<file path="config.mk">
export PLATFORM = sky130hd
export DESIGN_NAME = serial_adder
export DESIGN_NICKNAME = d
export VERILOG_FILES = /design/src/rtl/serial_adder.sv
export SDC_FILE = /design/constraint.sdc
export NUM_CORES = 1
export LEC_CHECK = 0
export ABC_AREA = 1
export CORE_MARGIN = 2
export CORE_UTILIZATION = 25
export CTS_BUF_LIST = sky130_fd_sc_hd__clkbuf_16
export CTS_CLUSTER_DIAMETER = 100
export DETAILED_ROUTE_END_ITERATION = 6
export PLACE_DENSITY = 0.49
export RECOVER_POWER = 50
export SKIP_CTS_REPAIR_TIMING = 1
export SLEW_MARGIN = 20
export SYNTH_ARGS = -nofsm -noshare
export SYNTH_HDL_FRONTEND = slang
export SYNTH_SLANG_ARGS = --single-unit
export TNS_END_PERCENT = 100
</file>
<file path="constraint.sdc">
create_clock -name clk_i -period 4.89 [get_ports clk_i]
set_input_delay 0.7335 -clock clk_i [delete_from_list [all_inputs] [get_ports clk_i]]
set_output_delay 0.7335 -clock clk_i [all_outputs]
set_load 0.01 [all_outputs]
</file>
<file path="src/rtl/serial_adder.sv">
// Multi-cycle adder/subtractor: CHUNK bits per cycle, LSB chunk first.
// Define SERIAL_ADDER_OVERFLOW_EN to compute signed overflow.
module serial_adder #(
  parameter int WIDTH = 32,
  parameter int CHUNK = 8
) (
  input  logic             clk_i,
  input  logic             rst_i,
  input  logic             valid_i,
  output logic             ready_o,
  input  logic [WIDTH-1:0] a_i,
  input  logic [WIDTH-1:0] b_i,
  input  logic             carry_i,
  input  logic             sub_i,
  output logic             valid_o,
  input  logic             ready_i,
  output logic [WIDTH-1:0] sum_o,
  output logic             carry_o,
  output logic             overflow_o
);

  localparam int N  = WIDTH / CHUNK;
  localparam int CW = (N > 1) ? $clog2(N) : 1;

  if ((WIDTH % CHUNK) != 0 || CHUNK > WIDTH || CHUNK < 1) begin : g_chk
    $error("serial_adder: CHUNK must divide WIDTH");
  end

  typedef enum logic [1:0] {
    IDLE,
    RUN,
    DONE
  } state_t;

  state_t           state_q;
  state_t           state_d;
  logic             load;
  logic             step;
  logic             last;
  logic [CW-1:0]    cnt_q;
  logic [WIDTH-1:0] a_q;
  logic [WIDTH-1:0] b_q;
  logic [WIDTH-1:0] res_q;
  logic             c_q;
  logic [CHUNK:0]   csum;

  assign last = (cnt_q == CW'(N - 1));

  always_ff @(posedge clk_i or posedge rst_i) begin
    if (rst_i) state_q <= IDLE;
    else       state_q <= state_d;
  end

  always_comb begin
    state_d = state_q;
    load    = 1'b0;
    step    = 1'b0;
    unique case (state_q)
      IDLE: begin
        if (valid_i) begin
          load    = 1'b1;
          state_d = RUN;
        end
      end
      RUN: begin
        step = 1'b1;
        if (last) state_d = DONE;
      end
      DONE: begin
        if (ready_i) state_d = IDLE;
      end
      default: state_d = IDLE;
    endcase
  end

  // Operands shift down so the active chunk is always at bit 0.
  assign csum = {1'b0, a_q[CHUNK-1:0]}
              + {1'b0, b_q[CHUNK-1:0]}
              + (CHUNK+1)'(c_q);

  always_ff @(posedge clk_i or posedge rst_i) begin
    if (rst_i) begin
      a_q   <= '0;
      b_q   <= '0;
      res_q <= '0;
      c_q   <= 1'b0;
      cnt_q <= '0;
    end else if (load) begin
      a_q   <= a_i;
      b_q   <= sub_i ? ~b_i : b_i;
      c_q   <= sub_i | carry_i;
      cnt_q <= '0;
    end else if (step) begin
      a_q   <= a_q >> CHUNK;
      b_q   <= b_q >> CHUNK;
      res_q <= (res_q >> CHUNK)
             | (WIDTH'(csum[CHUNK-1:0]) << (WIDTH - CHUNK));
      c_q   <= csum[CHUNK];
      cnt_q <= last ? '0 : cnt_q + CW'(1);
    end
  end

`ifdef SERIAL_ADDER_OVERFLOW_EN
  logic ovf_q;
  logic msb_cin;

  // Carry into the top bit, recovered from the top chunk's MSB sum.
  assign msb_cin = a_q[CHUNK-1] ^ b_q[CHUNK-1] ^ csum[CHUNK-1];

  always_ff @(posedge clk_i or posedge rst_i) begin
    if (rst_i)             ovf_q <= 1'b0;
    else if (load)         ovf_q <= 1'b0;
    else if (step && last) ovf_q <= msb_cin ^ csum[CHUNK];
  end

  assign overflow_o = ovf_q;
`else
  assign overflow_o = 1'b0;
`endif

  assign ready_o = (state_q == IDLE) & ~rst_i;
  assign valid_o = (state_q == DONE);
  assign sum_o   = res_q;
  assign carry_o = c_q;

endmodule

</file>
Word-level counts from Yosys, hierarchy flattened. Index checks and enable logic that the tools add are counted.

Add/sub/neg operators: 3. Equal/unequal tests: 6. Muxes and demuxes: 17. Bitwise logic cells: 6. Reduce and logical (&&, ||, !) cells: 4.

Operators with widths (count): $mux 32 (5); $not 32->32 (1); $or 24x32->32 (1); $mux 2 (6); $add 8x8->9 (1); $add 9x1->9 (1); $pmux 2 s3 (1); $mux 1 (5); $eq 2x2->1 const B (2); $ne 2x2->1 const B (2); $reduce_and 3->1 (1); $add 2x1->2 const B (1); $eq 2x1->1 const B (1); $logic_not 2->1 (1); $ne 2x1->1 const B (1); $not 1->1 (2); $reduce_and 2->1 (1); $reduce_bool 2->1 (1); $and 1x1->1 (1); $or 1x1->1 (1).

Register bits after elaboration: 101. Bits of input ports: 70. Word-level logic and storage cells: 42.

Longest topological paths before layout. Gate-level depths: netlist (run 1).

Depth after elaboration: 4. Mapped depth: 11. Depth with buffers taken out: 11.

Least setup slack after synthesis (run 1). No wires, ideal clock.

Kind: input-to-output. Start: input port rst_i. End: output port ready_o. Arrival: 0.992 ns. Data required time: 4.157 ns. Setup slack: 3.164 ns. Stages on the path: 1. Buffers on the path: 0. Cells stage by stage: nor3_1.

Word-level cells in the longest chain between the ends: 2.

RTL lines: start: declaration (RTL line 8) `input logic rst_i,`; $not 1->1 (RTL line 121) `assign ready_o = (state_q == IDLE) & ~rst_i;`; $and 1x1->1 (RTL line 121); end: declaration (RTL line 10) `output logic ready_o,`.

Every way passes these cells.

==> out/results.txt, run 1 <==
data arrival at the endpoint of the critical path = 3710 ps
number of clock buffers inserted by TritonCTS = 9
post-route cell area = 6405 µm²
clock-pin slew on the worst setup and hold paths = 60 ps
Final Skew = 8.727 ps
average via count per standard cell = 4.225
Hold WC Path Type = reg2reg
clock tree from TritonCTS = yes
global-route wire length before repair = 20.15 mm
max-capacitance violation count = 1
post-detailed-route count of antenna-violating nets = 0
sequential area share after synthesis = 50.63%
commonest cells after routing, fill and taps aside = nand2_1, dfrtp_1, inv_1, o21ai_0, clkdlybuf4s50_1
number of synthesized flops with an enable pin = 0
worst path setup slack after routing = 1645 ps
total count of max-transition violations in the final report = 69
top-level I/O count = 106
antenna violations before repair = 0
Multi-input gate area = 1913 µm²
DP Worst Slack = 1713 ps
total gr overflow = 0
post-route non-filler standard cell count = 919
horizontal die dimension = 145.3 µm
global routing usage on met1 = 14.79%
nature of the critical path startpoint = input pin
fillers = 2068
worst ir drop on vdd = 217.5 µV
distinct cell type count of the synthesized netlist = 32
die area = 21120 µm²
estimated wirelength of the detail-placed design = 8.431 mm
total wire length after detailed routing = 11.92 mm
most common library cell in the layout ignoring fill and taps = nand2_1
power density over the cells = 616.2 nW/µm²
total clock sinks = 101
synth-to-layout area growth = 28.30%
Post-Synthesis Cell Area = 4992 µm²
antenna cell count = 0
ratio of cells with drive above 1 in the final layout = 4.587%
Leakage Power = 0.002995 µW
setup repair after global routing missed its margin = no
routed via count = 3883
H-tree level count = 3
source-to-sink clock delay at the later pin of the worst-skew pair = 350 ps
post-synthesis register bit count = 101
number of global-route vias before repair = 4067
portion of synthesized cell area occupied by the leading cell type = 50.63%
cell count of the worst hold path = 2
Chip Height = 145.3 µm
delay of the slowest cell on the worst path = 1720 ps
share of async-settable or async-resettable flops after synthesis = 100.0%
Most Used Layer, Global Route = met2
Relative slew margins = -104.8%
Mapped Nets = 645
post-synthesis area per instance = 8.836 µm²
maximum net fanout on the critical path = 68
final critical-path share of the clock period = 66.36%
Worst EP required = 5360 ps
startpoint-to-endpoint class of the critical path = in2async
placed cell area = 6150 µm²
fmax = 308.2 MHz
total DRC errors in the routed layout = 0
clock tree buffer depth = 2
Port Buffer Count = 104
Worst Max-Slew Pin Slew = 3056 ps
number of failing setup endpoints in the final timing report = 0
length of the first detailed-routing pass in iterations = 4
largest area contributor in the synthesized netlist = dfrtp_1
min Tclk post-route = 3245 ps
failing checks = capacitance limit, slew limit
cells along the critical path = dlygate4sd3_1 -> clkinvlp_2 -> buf_4
Gate Count Post-Synth = 565
effective utilization at floorplan = 25.57%
global placement routability congestion = 0.7768
largest net degree at the start of global routing = 69
main area contributors after synthesis = dfrtp_1, nand2_1, o21ai_0, inv_1, xor2_1
Global Route met3 Usage = 3.994%
run status = finished with violations
Synth Flop Type = dfrtp_1
area of the core region = 19530 µm²
num rows = 51
Setup TNS Final = 0 ps
category of the worst setup path capture point = async pin
fin nets = 729
final-report hold violation count = 0
grt met2 use = 19.53%
GR Util All Layers = 11.76%
drt wl/cell = 12.97 µm
warning count from the yosys run = 0
number of instances in the placed design = 903
critical path's slowest cell = clkinvlp_2
CTS root buf = clkbuf_16
Initial DRC Count = 181
area taken by flip-flops and latches = 2527 µm²
worst reg2reg path depth = 4
power breakdown:
| part | total (µW) | internal (µW) | switching (µW) |
|---|---|---|---|
| logic | 1890 | 741 | 1140 |
| clock network | 637 | 337 | 301 |
| registers | 1420 | 1240 | 184 |
per-layer routing:
layer,vias to the layer above,share of wire (%)
li1,1976,-
met1,1817,47
met2,83,46
met3,7,5.7
met4,0,0.73
met5,-,0
worst max-delay path: cells and delay by family:
| kind | cells | cell delay [ps] |
|---|---|---|
| buf+inv | 3 | 2930 |
final cells by class:
type                            count  share of cell area (%)
Sequential cell                   101                   39.46
Multi-Input combinational cell    346                   29.87
Timing Repair Buffer              106                   16.41
Tap cell                          265                   5.177
Inverter                           85                   5.040
Clock buffer                        9                   3.516
Clock inverter                      7                  0.5274
Yosys cell counts (2+ instances only):
master / count
a21oi_1: 5
nor2_1: 16
inv_2: 2
buf_4: 6
clkbuf_2: 3
nand2_1: 150
fa_1: 2
o221ai_1: 17
o211ai_1: 7
o21ai_1: 13
clkbuf_1: 2
ha_1: 8
o21ai_0: 76
o32ai_2: 8
buf_6: 8
inv_1: 82
xor2_1: 25
dfrtp_1: 101
buf_2: 14
nand3_1: 8
kinds of logic (layout without fill, tap and decap cells):
kind of cell    count (synthesis)  in the layout  synth area share, %
compound gates                130            130                16.69
xor+xnor                       26             26                4.561
fa+ha+maj                      10             10                2.807
buf+inv                       118            207                11.00
flops                         101            101                50.63
other cells                     1              1              0.07512
simple gates                  179            179                14.24
stage by stage:
step           hold WS [ps]  total power (µW)  utilization [%]
2_1_floorplan         451.1              2831                -
3_3_place_gp          461.6              3362            31.49
3_5_place_dp          473.5              3406            31.49
4_1_cts               490.8              4073            32.82
5_1_grt               516.8              4364            32.80
6_report              478.4              3947            32.80
registers in the layout (all words and copies together) (netlist names):
| register | count |
|---|---|
| carry_o | 1 |
| cnt_q | 2 |
| state_q | 2 |
| b_q | 32 |
| a_q | 32 |
| sum_o | 32 |
final timing paths:
kind / slack (ps) / start / to
worst max-delay path: 1640 / rst_i / sum_o[14]
worst min-delay path: 480 / sum_o[7] / sum_o[7]
worst min register to register: 480 / sum_o[7] / sum_o[7]
min in group asynchronous: 1750 / rst_i / state_q[1]
worst max register to register: 2120 / state_q[1] / cnt_q[1]
max in group clk_i: 2100 / valid_i / carry_o
Note: power is estimated with default switching activity, not from simulation.
==> run 2, diff against run 1 <==
--- a/config.mk
+++ b/config.mk
@@ -11,7 +11,7 @@
 export CTS_BUF_LIST = sky130_fd_sc_hd__clkbuf_16
 export CTS_CLUSTER_DIAMETER = 100
 export DETAILED_ROUTE_END_ITERATION = 6
-export PLACE_DENSITY = 0.49
+export PLACE_DENSITY = 0.51
 export RECOVER_POWER = 50
 export SKIP_CTS_REPAIR_TIMING = 1
 export SLEW_MARGIN = 20
==> constraint.sdc (replaced) <==
create_clock -name clk_i -period 2.97 [get_ports clk_i]
set_input_delay 0.4455 -clock clk_i [delete_from_list [all_inputs] [get_ports clk_i]]
set_output_delay 0.4455 -clock clk_i [all_outputs]
set_load 0.01 [all_outputs]
==> run 2 against run 1 <==
Effect of this change: the flow now finishes without violations; worst hold slack worse by 6.4 ps; via count is 0.33% lower; design area is 2.1% higher; global-route usage hardly changed; clock power is 120% higher; count of clock-buffer cells in the layout stayed put; setup slack worse by 850 ps; critical path depth stayed put; largest power group unchanged.
==> out/results.txt, run 2 (synthesis gave the netlist of run 1 again) <==
number of clock buffers inserted by TritonCTS = 9 (unchanged)
global-route wire length before repair = 20.10 mm (-0.24%)
nature of the critical path startpoint = input pin
GR Util All Layers = 11.77% (+0.015 points)
total wire length after detailed routing = 12.16 mm (+2.0%)
area of the core region = 19530 µm² (unchanged)
Setup TNS Final = 0 ps (unchanged)
Critical path origin = rst_i
largest net degree at the start of global routing = 102 (+48%)
effective utilization at floorplan = 25.57% (unchanged)
placed cell area = 6206 µm² (+0.92%)
number of global-route vias before repair = 3801 (-6.5%)
Internal Dissipation = 4170 µW (+80%)
Final Skew = 10.24 ps (+1.517 ps)
Sw Pwr = 2777 µW (+70%)
commonest cells after routing, fill and taps aside = nand2_1, dfrtp_1, clkdlybuf4s50_1, inv_1, o21ai_0
total DRC errors in the routed layout = 0 (unchanged)
share of total power consumed by net switching = 39.97% (-1.3 points)
num rows = 51 (unchanged)
horizontal die dimension = 145.3 µm (unchanged)
estimated wirelength of the detail-placed design = 8.278 mm (-1.8%)
Port Buffer Count = 104 (unchanged)
run status = finished clean
number of failing setup endpoints in the final timing report = 0 (unchanged)
H-tree level count = 3 (unchanged)
power density over the cells = 1062 nW/µm² (+72%)
CTS root buf = clkbuf_16
Hold WC Path Type = reg2reg
final critical-path share of the clock period = 73.40%
Initial DRC Count = 223 (+23%)
global placement routability congestion = 0.8046 (+3.6%)
clock-pin slew on the worst setup and hold paths = 60 ps (about the same)
drt wl/cell = 13.15 µm (+1.4%)
max-capacitance violation count = 0 (-1)
Worst Max-Slew Pin Slew = 1458 ps (-1598 ps)
min Tclk post-route = 2180 ps
Leakage Power = 0.003033 µW (+1.3%)
average via count per standard cell = 4.184 (-0.98%)
clock tree from TritonCTS = yes
worst ir drop on vdd = 303.4 µV (+40%)
most common library cell in the layout ignoring fill and taps = nand2_1
total gr overflow = 0 (unchanged)
Hold Path Origin = sum_o[7]
post-detailed-route count of antenna-violating nets = 0 (unchanged)
origin of the critical flop-to-flop path = state_q[1]
fin nets = 734 (+0.69%)
clock tree buffer depth = 2 (unchanged)
category of the worst setup path capture point = primary output
final-report hold violation count = 0 (unchanged)
fillers = 2079 (+0.53%)
Chip Height = 145.3 µm (unchanged)
setup repair after global routing missed its margin = no
startpoint-to-endpoint class of the critical path = in2out
total count of max-transition violations in the final report = 0 (-100%)
post-route cell area = 6543 µm² (+2.1%)
length of the first detailed-routing pass in iterations = 6 (+2)
antenna violations before repair = 1 (+1)
data arrival at the endpoint of the critical path = 1730 ps (-1980 ps)
portion of total power attributed to the clock network = 19.9% (+3.7 points)
total clock sinks = 101 (unchanged)
routed via count = 3870 (-0.33%)
Flop pwr share = 33.9% (-2.2 points)
synth-to-layout area growth = 31.05%
fmax = 458.7 MHz
Gate power share = 46.2% (-1.6 points)
smallest hold slack = 472.0 ps (-6.396 ps)
maximum net fanout on the critical path = 2 (-97%)
die area = 21120 µm² (unchanged)
post-layout utilization of the core = 33.51% (+0.70 points)
top-level I/O count = 106 (unchanged)
ratio of cells with drive above 1 in the final layout = 5.918% (+1.3 points)
source-to-sink clock delay at the later pin of the worst-skew pair = 350 ps (about the same)
Relative slew margins = 2.805% (+110 points)
Worst EP required = 2520 ps (-2840 ps)
[run 2: changes by cell type in the layout (fill, tap and decap cells not counted), sizes merged]
cell | before | now
buf | 3 | 7
bufinv | 0 | 3
clkbuf | 9 | 10
clkdlybuf4s50 | 69 | 91
clkinv | 5 | 2
clkinvlp | 2 | 1
diode | 0 | 1
dlygate4sd3 | 34 | 12
inv | 85 | 86
[run 2: path summary, 6_finish.rpt]
kind,cells past startpoint,slack [ps],end
min,2,470,sum_o[7]
max in group asynchronous,3,920,b_q[23]
max reg2reg,5,950,b_q[11]
min in group asynchronous,3,1060,state_q[1]
min reg2reg,2,470,sum_o[7]
max,3,790,ready_o
[run 2: layout make-up]
class | count | area (µm²) | area share, %
diodes | 1 | 2.502 | 0.03825
clock buffers | 9 | 225.2 | 3.442
clock inverters | 7 | 121.4 | 1.855
inverters | 85 | 325.3 | 4.972
multi-input cells | 346 | 1921 | 29.36
flip-flops and latches | 101 | 2527 | 38.63
well taps | 265 | 331.6 | 5.068
repair buffers | 111 | 1089 | 16.64
[run 2: metal layers]
| metal | share of wire [%] | global-route usage, % | routed length [µm] |
|---|---|---|---|
| met5 | 0 | 0 | 0 |
| met4 | 1.2 | 3.922 | 151 |
| met3 | 4.0 | 2.862 | 492 |
| met2 | 46 | 17.96 | 5584 |
| met1 | 49 | 16.40 | 5934 |
[run 2: per-stage QoR]
| step | power, µW | worst slack, ps | instances |
|---|---|---|---|
| detailed placement | 5680 | 777.3 | 908 |
| global route | 7572 | 637.6 | 925 |
| finish | 6946 | 790.1 | 925 |
| global placement | 5620 | 792.5 | 908 |
| floorplan | 4661 | 1321 | 565 |
| CTS | 7096 | 916.9 | 924 |
[run 2: worst max-delay path, stage by stage]
cell and delay [ps]:
dlygate4sd3_1 580, nor3_1 150, clkdlybuf4s50_1 560
[run 2: power by group through the flow]
stage,logic (µW),clock network (µW),registers [µW]
finish,3210,1380,2360
global route,3670,1460,2440
CTS,3300,1430,2370
detailed placement,3290,0,2390
global placement,3240,0,2380
floorplan,2260,0,2400
==> run 3, diff against run 2 <==
--- a/config.mk
+++ b/config.mk
@@ -11,7 +11,7 @@
 export CTS_BUF_LIST = sky130_fd_sc_hd__clkbuf_16
 export CTS_CLUSTER_DIAMETER = 100
 export DETAILED_ROUTE_END_ITERATION = 6
-export PLACE_DENSITY = 0.51
+export PLACE_DENSITY = 0.49
 export RECOVER_POWER = 50
 export SKIP_CTS_REPAIR_TIMING = 1
 export SLEW_MARGIN = 20
==> constraint.sdc (replaced) <==
create_clock -name clk_i -period 2.3 [get_ports clk_i]
set_input_delay 0.345 -clock clk_i [delete_from_list [all_inputs] [get_ports clk_i]]
set_output_delay 0.345 -clock clk_i [all_outputs]
set_load 0.01 [all_outputs]
==> run 3 against run 2 <==
Effect of this change: power rose by 30%; sequential power rose by 29%; non-clock buffer count rose by 5; critical path depth did not move; clock skew down 4.8 ps; clock power rose by 22%; worst hold slack better by 12 ps; highest routed layer unchanged.
==> out/results.txt, run 3 (synthesis gave the netlist of run 1 again) <==
run status = finished clean
worst ir drop on vdd = 481.3 µV (+59%)
category of the worst setup path capture point = primary output
total DRC errors in the routed layout = 0 (unchanged)
Internal Dissipation = 5454 µW (+31%)
Worst Max-Slew Pin Slew = 1027 ps (-431.0 ps)
antenna violations before repair = 0 (-1)
global placement routability congestion = 0.8035 (-0.14%)
worst reg2reg path depth = 3 (-2)
clock-pin slew on the worst setup and hold paths = 60 ps (about the same)
nature of the critical path startpoint = input pin
smallest hold slack = 484.0 ps (+12.03 ps)
Setup TNS Final = 0 ps (unchanged)
Flop pwr share = 33.9% (about the same)
number of global-route vias before repair = 4101 (+7.9%)
die area = 21120 µm² (unchanged)
average via count per standard cell = 4.269 (+2.0%)
grt met2 use = 18.91% (+0.95 points)
GR Util All Layers = 11.88% (+0.11 points)
buffers and inverters on the worst path = 2 (unchanged)
effective utilization at floorplan = 25.57% (unchanged)
largest net degree at the start of global routing = 61 (-40%)
total count of max-transition violations in the final report = 0 (unchanged)
post-detailed-route count of antenna-violating nets = 0 (unchanged)
routed via count = 3962 (+2.4%)
top-level I/O count = 106 (unchanged)
horizontal die dimension = 145.3 µm (unchanged)
number of clock buffers inserted by TritonCTS = 9 (unchanged)
min Tclk post-route = 1952 ps
total clock sinks = 101 (unchanged)
critical path's slowest cell = dlygate4sd3_1
share of total power consumed by net switching = 39.46% (-0.51 points)
Leakage Power = 0.003027 µW (-0.19%)
portion of total power attributed to the clock network = 18.8% (-1.1 points)
delay of the slowest cell on the worst path = 560 ps (-20 ps)
setup repair after global routing missed its margin = no
commonest cells after routing, fill and taps aside = nand2_1, clkdlybuf4s50_1, dfrtp_1, inv_1, o21ai_0
Top delay family on crit path = buffers and inverters
final critical-path share of the clock period = 84.86%
Relative slew margins = 31.54% (+29 points)
total gr overflow = 0 (unchanged)
Stages on worst setup path = 3 (unchanged)
number of failing setup endpoints in the final timing report = 0 (unchanged)
clock tree from TritonCTS = yes
maximum net fanout on the critical path = 2 (unchanged)
drt wl/cell = 13.04 µm (-0.84%)
area of the core region = 19530 µm² (unchanged)
startpoint-to-endpoint class of the critical path = in2out
data arrival at the endpoint of the critical path = 1610 ps (-120 ps)
ratio of cells with drive above 1 in the final layout = 5.581% (-0.34 points)
Initial DRC Count = 220 (-1.3%)
global routing usage on met1 = 15.71% (-0.68 points)
cell count of the worst hold path = 2 (unchanged)
cells along the critical path = dlygate4sd3_1 -> nor3_1 -> clkdlybuf4s50_1
Final Skew = 5.466 ps (-4.777 ps)
power density over the cells = 1371 nW/µm² (+29%)
clock tree buffer depth = 2 (unchanged)
placed cell area = 6276 µm² (+1.1%)
max-capacitance violation count = 0 (unchanged)
source-to-sink clock delay at the later pin of the worst-skew pair = 340 ps (about the same)
global-route wire length before repair = 20.38 mm (+1.4%)
antenna cell count = 0 (-1)
length of the first detailed-routing pass in iterations = 4 (-2)
Global Route met3 Usage = 3.145% (+0.28 points)
Sw Pwr = 3555 µW (+28%)
CTS root buf = clkbuf_16
Gate power share = 47.4% (+1.2 points)
H-tree level count = 3 (unchanged)
most common library cell in the layout ignoring fill and taps = nand2_1
total wire length after detailed routing = 12.10 mm (-0.52%)
fmax = 512.4 MHz
fin nets = 739 (+0.68%)
Worst EP required = 1960 ps (-560 ps)
post-route cell area = 6573 µm² (+0.46%)
Port Buffer Count = 104 (unchanged)
Chip Height = 145.3 µm (unchanged)
synth-to-layout area growth = 31.65%
estimated wirelength of the detail-placed design = 8.860 mm (+7.0%)
num rows = 51 (unchanged)
Most Used Layer, Global Route = met2
final-report hold violation count = 0 (unchanged)
Hold WC Path Type = reg2reg
==> run 3: cell types whose count changed in the layout (fill, tap and decap cells not counted), sizes merged <==
cell / change
buf: +1
clkbuf: +4
clkdlybuf4s50: +11
clkinv: +1
diode: -1
dlygate4sd3: -11
inv: -2
==> run 3: worst reg2reg max path, cell delays in order, from the launching register on <==
cell and delay, ps:
dfrtp_1 440, nand2_1 220, clkbuf_1 800, o21ai_0 200
==> run 3: per-layer routing <==
layer,vias to the layer above,share of wire (%)
met5,-,0
met4,0,1.7
met3,13,5.0
met2,94,46
met1,1859,47
li1,1996,-
==> run 3: worst paths after layout <==
path / slack, ps / to / startpoint
setup / recovery: 350 / ready_o / rst_i
hold / removal: 480 / sum_o[6] / sum_o[6]
setup reg to reg: 490 / sum_o[0] / state_q[0]
hold reg to reg: 480 / sum_o[6] / sum_o[6]
max in group asynchronous: 460 / a_q[2] / rst_i
min in group asynchronous: 550 / sum_o[6] / rst_i
==> run 3: through the flow <==
stage | cells | total power [µW] | setup slack, ps | utilization, %
final | 928 | 9009 | 348.3 | 33.66
after global routing | 928 | 9877 | 186.4 | 33.66
after CTS | 928 | 9205 | 378.7 | 33.82
after detailed placement | 913 | 7466 | 439.6 | 32.14
after global placement | 913 | 7337 | 407.5 | 32.14
after floorplan | 565 | 6019 | 653.8 | -
==> run 3: power groups by stage <==
stage          Combinational (µW)  Clock, µW  Sequential, µW
2_1_floorplan                2920          0            3100
3_3_place_gp                 4270          0            3070
3_5_place_dp                 4370          0            3090
4_1_cts                      4390       1750            3060
5_1_grt                      4910       1810            3150
6_report                     4270       1690            3050
==> run 3: final cells by class <==
type / count / area [µm²]
Tap cell: 265 / 331.6
Inverter: 85 / 322.8
Fill cell: 2060 / 12950
Multi-Input combinational cell: 346 / 1913
Sequential cell: 101 / 2527
Clock buffer: 9 / 225.2
Clock inverter: 6 / 102.6
Timing Repair Buffer: 116 / 1150
